===== src/rtl/latch_bank_ctrl.sv =====
// latch_bank_ctrl
//
// Sequencing controller for a bank of N level-sensitive D-latches, each W bits wide, with
// active-high asynchronous reset. It accepts write and clear-all requests over valid/ready
// handshakes. It drives the shared data bus and the per-entry enables and resets. Every enable
// pulse has one setup cycle before it and HOLD_CYC hold cycles after it, so D is stable while
// any E is high.
//
// Optional feature macro: LATCH_BANK_CTRL_INIT_CLEAR_EN
//   When defined, reset enters CLEAR. A full CLR_CYC clear then runs after release, with no
//   done pulse.
//
// Ports
//   C         in   clock, rising edge
//   R         in   asynchronous active-low reset
//   req_v     in   write request valid
//   req_rdy   out  write request ready (IDLE only)
//   req_addr  in   target entry, AW bits
//   req_data  in   data to store, W bits
//   clr_v     in   clear-all request valid (wins over req_v)
//   clr_rdy   out  clear request ready (IDLE only)
//   lat_D     out  shared latch data bus
//   lat_E     out  one-hot latch enables
//   lat_R     out  latch resets
//   busy      out  high outside IDLE
//   done      out  pulse on the last cycle of an operation
//   err       out  pulse with done when the write address was >= N
//
// All outputs are registered. Each one is computed from the next state, so the value seen in
// a cycle belongs to the state of that cycle.
module latch_bank_ctrl #(
  parameter int unsigned N        = 8,
  parameter int unsigned W        = 4,
  parameter int unsigned HOLD_CYC = 1,
  parameter int unsigned CLR_CYC  = 2,
  localparam int unsigned AW      = $clog2(N)
) (
  input  logic          C,
  input  logic          R,
  input  logic          req_v,
  output logic          req_rdy,
  input  logic [AW-1:0] req_addr,
  input  logic [W-1:0]  req_data,
  input  logic          clr_v,
  output logic          clr_rdy,
  output logic [W-1:0]  lat_D,
  output logic [N-1:0]  lat_E,
  output logic [N-1:0]  lat_R,
  output logic          busy,
  output logic          done,
  output logic          err
);

  typedef enum logic [2:0] {StIdle, StSetup, StPulse, StHold, StClear} state_e;

`ifdef LATCH_BANK_CTRL_INIT_CLEAR_EN
  localparam state_e ResetState = StClear;
  localparam bit     InitClear  = 1'b1;
`else
  localparam state_e ResetState = StIdle;
  localparam bit     InitClear  = 1'b0;
`endif

  localparam int unsigned CntMax = (HOLD_CYC > CLR_CYC) ? HOLD_CYC : CLR_CYC;
  localparam int unsigned CW     = $clog2(CntMax + 1);
  localparam logic [CW-1:0] HoldLast = CW'(HOLD_CYC);
  localparam logic [CW-1:0] ClrLast  = CW'(CLR_CYC);
  localparam logic [CW-1:0] CntOne   = CW'(1);

  state_e         state_q;
  logic [CW-1:0]  cnt_q;      // 1-based cycle index within HOLD / CLEAR
  logic [AW-1:0]  addr_q;
  logic           bad_q;      // latched write address was out of range
  logic           quiet_q;    // suppress done for the power-on clear
  logic           rdy_q;
  logic [W-1:0]   lat_d_q;
  logic [N-1:0]   lat_e_q;
  logic [N-1:0]   lat_r_q;
  logic           busy_q;
  logic           done_q;
  logic           err_q;

  logic [N-1:0]   sel_oh;
  logic           req_bad;

  always_comb begin
    sel_oh = '0;
    for (int unsigned i = 0; i < N; i++) begin
      sel_oh[i] = (32'(addr_q) == i);
    end
  end

  assign req_bad = (32'(req_addr) >= N);

  always_ff @(posedge C or negedge R) begin
    if (!R) begin
      state_q <= ResetState;
      cnt_q   <= '0;
      addr_q  <= '0;
      bad_q   <= 1'b0;
      quiet_q <= InitClear;
      rdy_q   <= 1'b0;
      lat_d_q <= '0;
      lat_e_q <= '0;
      lat_r_q <= '1;
      busy_q  <= 1'b0;
      done_q  <= 1'b0;
      err_q   <= 1'b0;
    end else begin
      lat_e_q <= '0;
      lat_r_q <= '0;
      done_q  <= 1'b0;
      err_q   <= 1'b0;
      rdy_q   <= 1'b0;
      busy_q  <= 1'b1;
      unique case (state_q)
        StIdle: begin
          // rdy_q is low in IDLE only on the first cycle after reset release
          if (rdy_q && clr_v) begin
            state_q <= StClear;
            cnt_q   <= CntOne;
            lat_r_q <= '1;
            done_q  <= (ClrLast == CntOne);
          end else if (rdy_q && req_v) begin
            state_q <= StSetup;
            addr_q  <= req_addr;
            bad_q   <= req_bad;
            lat_d_q <= req_data;
          end else begin
            busy_q  <= 1'b0;
            rdy_q   <= 1'b1;
          end
        end
        StSetup: begin
          state_q <= StPulse;
          lat_e_q <= bad_q ? '0 : sel_oh;
        end
        StPulse: begin
          state_q <= StHold;
          cnt_q   <= CntOne;
          done_q  <= (HoldLast == CntOne);
          err_q   <= (HoldLast == CntOne) && bad_q;
        end
        StHold: begin
          if (cnt_q == HoldLast) begin
            state_q <= StIdle;
            busy_q  <= 1'b0;
            rdy_q   <= 1'b1;
          end else begin
            cnt_q   <= cnt_q + CntOne;
            done_q  <= ((cnt_q + CntOne) == HoldLast);
            err_q   <= ((cnt_q + CntOne) == HoldLast) && bad_q;
          end
        end
        StClear: begin
          // The power-on clear starts with cnt_q = 0, so it also gets CLR_CYC cycles
          if (cnt_q == ClrLast) begin
            state_q <= StIdle;
            quiet_q <= 1'b0;
            busy_q  <= 1'b0;
            rdy_q   <= 1'b1;
          end else begin
            cnt_q   <= cnt_q + CntOne;
            lat_r_q <= '1;
            done_q  <= ((cnt_q + CntOne) == ClrLast) && !quiet_q;
          end
        end
        default: begin
          state_q <= StIdle;
          busy_q  <= 1'b0;
        end
      endcase
    end
  end

  assign req_rdy = rdy_q;
  assign clr_rdy = rdy_q;
  assign lat_D   = lat_d_q;
  assign lat_E   = lat_e_q;
  assign lat_R   = lat_r_q;
  assign busy    = busy_q;
  assign done    = done_q;
  assign err     = err_q;

endmodule


===== config.mk =====
export PLATFORM = sky130hd
export DESIGN_NAME = latch_bank_ctrl
export DESIGN_NICKNAME = d
export VERILOG_FILES = /design/src/rtl/latch_bank_ctrl.sv
export SDC_FILE = /design/constraint.sdc
export NUM_CORES = 1
export LEC_CHECK = 0
export ABC_CLOCK_PERIOD_IN_PS = 1900
export BUFFER_PORTS_ARGS = -buffer_cell sky130_fd_sc_hd__buf_2
export CORE_MARGIN = 10
export CORE_UTILIZATION = 49
export CTS_CLUSTER_DIAMETER = 80
export DETAILED_ROUTE_END_ITERATION = 8
export HOLD_SLACK_MARGIN = 0.15
export PLACE_DENSITY = 0.8
export SYNTH_ARGS = -nofsm -noshare
export SYNTH_HDL_FRONTEND = slang
export SYNTH_SLANG_ARGS = --single-unit

===== constraint.sdc =====
create_clock -name C -period 1.9 [get_ports C]
set_input_delay 0.095 -clock C [delete_from_list [all_inputs] [get_ports C]]
set_output_delay 0.095 -clock C [all_outputs]
set_load 0.02 [all_outputs]

==> results.sh <==
export IMPL_status="finished clean"
export IMPL_slew_violations=0
export IMPL_cts_tree="yes"
export IMPL_ys_types=29
export IMPL_grt_pass1_vias=861
export IMPL_period_share_pct=95.7
export IMPL_drive_above_1_share_pct=36.6
export IMPL_syn_nets=113
export IMPL_cp_max_fo=9
export IMPL_grt_pass1_wl_um=3930
export IMPL_worst_r2r_setup_slack_ns=0.08
export IMPL_ant_nets=0
export IMPL_use_met2_pct=19.7
export IMPL_slew_headroom_pct=64.8
export IMPL_worstRegToRegCells=3
export IMPL_grtUsageMet3_pct=3.14
export IMPL_ys_warn_count=0
export IMPL_hold_viol=0
export IMPL_yosysSeqAreaShare_pct=54.8
export IMPL_fp_dieArea_um2=4540
export IMPL_drtIter0Drc=28
export IMPL_setup_viol=0
export IMPL_hold_depth=4
export IMPL_ir_drop_mv=0.831
export IMPL_grt_ovfl_total=0
export IMPL_synth_cells=99
export IMPL_die_x_um=67.4
export IMPL_worstHoldEndpoint="lat_R[6]"
export IMPL_io_buffer_count=34
export IMPL_leakage_uw=0.000695
export IMPL_dieHeight_um=67.4
export IMPL_drt_total_wl_um=2320
export IMPL_syn_mean_instance_area_um2=11.1
export IMPL_fmax_mhz=550
export IMPL_r2r_start="state_q[1]"
export IMPL_worstMarginPinSlew_ns=0.528
export IMPL_viasPerCell=4.96
export IMPL_hold_class="in2reg"
export IMPL_holdBufCountCts=9
export IMPL_wl_per_cell_um=14.3
export IMPL_min_from="clr_v"
export IMPL_required_ns=2.11
export IMPL_p_per_area_nw_per_um2=1480
export IMPL_fin_crit_ns=1.82
export IMPL_io_pins=36
export IMPL_nets=149
export IMPL_met1_usage_pct=11.9
export IMPL_coreArea_um2=2170
export IMPL_setup_worst_path_class="reg2reg"
export IMPL_antenna_found_initial=0
export IMPL_max_cap_viol_count=0
export IMPL_ctsResizeCount=0
export IMPL_n_antenna_cell=0
export IMPL_arrival_ns=2.03
export IMPL_postCtsSetupBuffers=0
export IMPL_vias=804
export IMPL_final_cell_mix="buf_2, dfrtp_1, nor2_1, nand2_1"
export IMPL_row_count=17
export IMPL_first_pass_iters=4
export IMPL_design_area_um2=1360
export IMPL_synthesis_area_um2=1100
export IMPL_placed_cell_area_um2=1220
export IMPL_fin_skew_ns=0.000848
export IMPL_worst_setup_path_start_kind="register"
export IMPL_end_kind="register"
export IMPL_cts_made_buffers=3
export IMPL_clockBufferDepth=2
export IMPL_cts_sinks=24
export IMPL_cts_clk_slew_worst_paths_ns=0.13
export IMPL_layout_commonest_cell="buf_2"
export IMPL_clockRootBuffer="clkbuf_4"
export IMPL_dp_hpwl_um=1760
export IMPL_grt_max_degree=25
export IMPL_start_util_pct=50.6
export IMPL_remaining_drc_errors=0
export IMPL_cts_htree_levels=1
export IMPL_track_usage_pct=11.0
export IMPL_r2r_end="lat_D[2]"
export IMPL_clk_latency_ns=0.31
export IMPL_setup_tns_ns=0
export IMPL_ys_ff_latch=24
export IMPL_grt_most_used_layer="met2"
export IMPL_area_growth_pct=23.7
export IMPL_rsz0062_at_grt="no"
export IMPL_gp_congestion=0.783
## power breakdown
group          total, uW  internal [uW]  switching [uW]
Combinational        826            333             493
Sequential           818            677             141
Clock                367            213             154
## per-stage QoR
stage / utilization (%) / hold WS (ns) / cells / total power (uW) / setup slack [ns]
detailed placement: 56.1 / 0.100 / 149 / 1650 / 0.0874
global route: 62.6 / 0.230 / 162 / 2170 / 0.00519
global placement: 56.1 / 0.0940 / 149 / 1600 / 0.167
floorplan: - / -0.201 / 99 / 1450 / 0.191
CTS: 62.6 / 0.191 / 162 / 2030 / 0.0716
finish: 62.6 / 0.205 / 162 / 2010 / 0.0817
## critical path, stage by stage (launching register included)
cell	delay [ns]
dfrtp_1	0.49
or2_1	0.35
nor4_4	0.48
mux2_2	0.40
## worst max-delay path by stage
stage                     end  slack (ns)  depth (start not counted)  startpoint
floorplan           addr_q[0]        0.19                          5  state_q[1]
finish               lat_D[2]        0.08                          3  state_q[1]
CTS                  lat_D[2]        0.07                          3  state_q[1]
detailed placement   lat_D[2]        0.09                          3  state_q[1]
global route         lat_D[2]       0.005                          3  state_q[1]
global placement     lat_D[2]        0.17                          3  state_q[1]
## cells in the mapped netlist (all sizes together)
cell     number  area, um^2
or2           1        6.26
o21bai        1        7.51
conb          1        3.75
o21a          1        7.51
buf          11        83.8
a22oi         1        7.51
nor3          3        15.0
a21oi         2        10.0
or3           1        6.26
mux2          9         101
ha            3        37.5
inv           4        15.0
nand3b        1        7.51
o22a          1        8.76
clkbuf        1        3.75
o21ai         3        15.0
nor4          1        21.3
nand2        10        37.5
nand3         1        5.00
nand2b        3        18.8
nor2         12        45.0
o22ai         1        6.26
o2bb2ai       1        8.76
mux2i         1        10.0
dfrtp        23         576
dfstp         1        26.3
a211oi        1        7.51
## routing by layer
metal | vias to the layer above | part of all wire [%]
li1 | 388 | -
met2 | 26 | 52
met5 | - | 0
met3 | 4 | 8.6
met1 | 386 | 38
met4 | 0 | 1.1
## layout make-up
type / count / area, um^2
Fill cell: 186 / 811
Sequential cell: 24 / 602
Multi-Input combinational cell: 59 / 394
Timing Repair Buffer: 43 / 260
Tap cell: 28 / 35.0
Clock inverter: 1 / 30.0
Clock buffer: 3 / 22.5
Inverter: 4 / 15.0
## state kept, by name, indices dropped and copies added (netlist names)
register  flops
addr_q        3
busy          1
clr_rdy       1
cnt_q         2
done          1
lat_D         4
lat_E         8
lat_R         1
state_q       3
## logic make-up after synthesis
logic type,share of synthesized area [%]
simple gates,14.8
flops,54.8
buf+inv,9.34
compound gates,7.18
mux,10.1
fa+ha+maj,3.42
other cells,0.341
No activity file was read; power rests on OpenSTA's default activity.
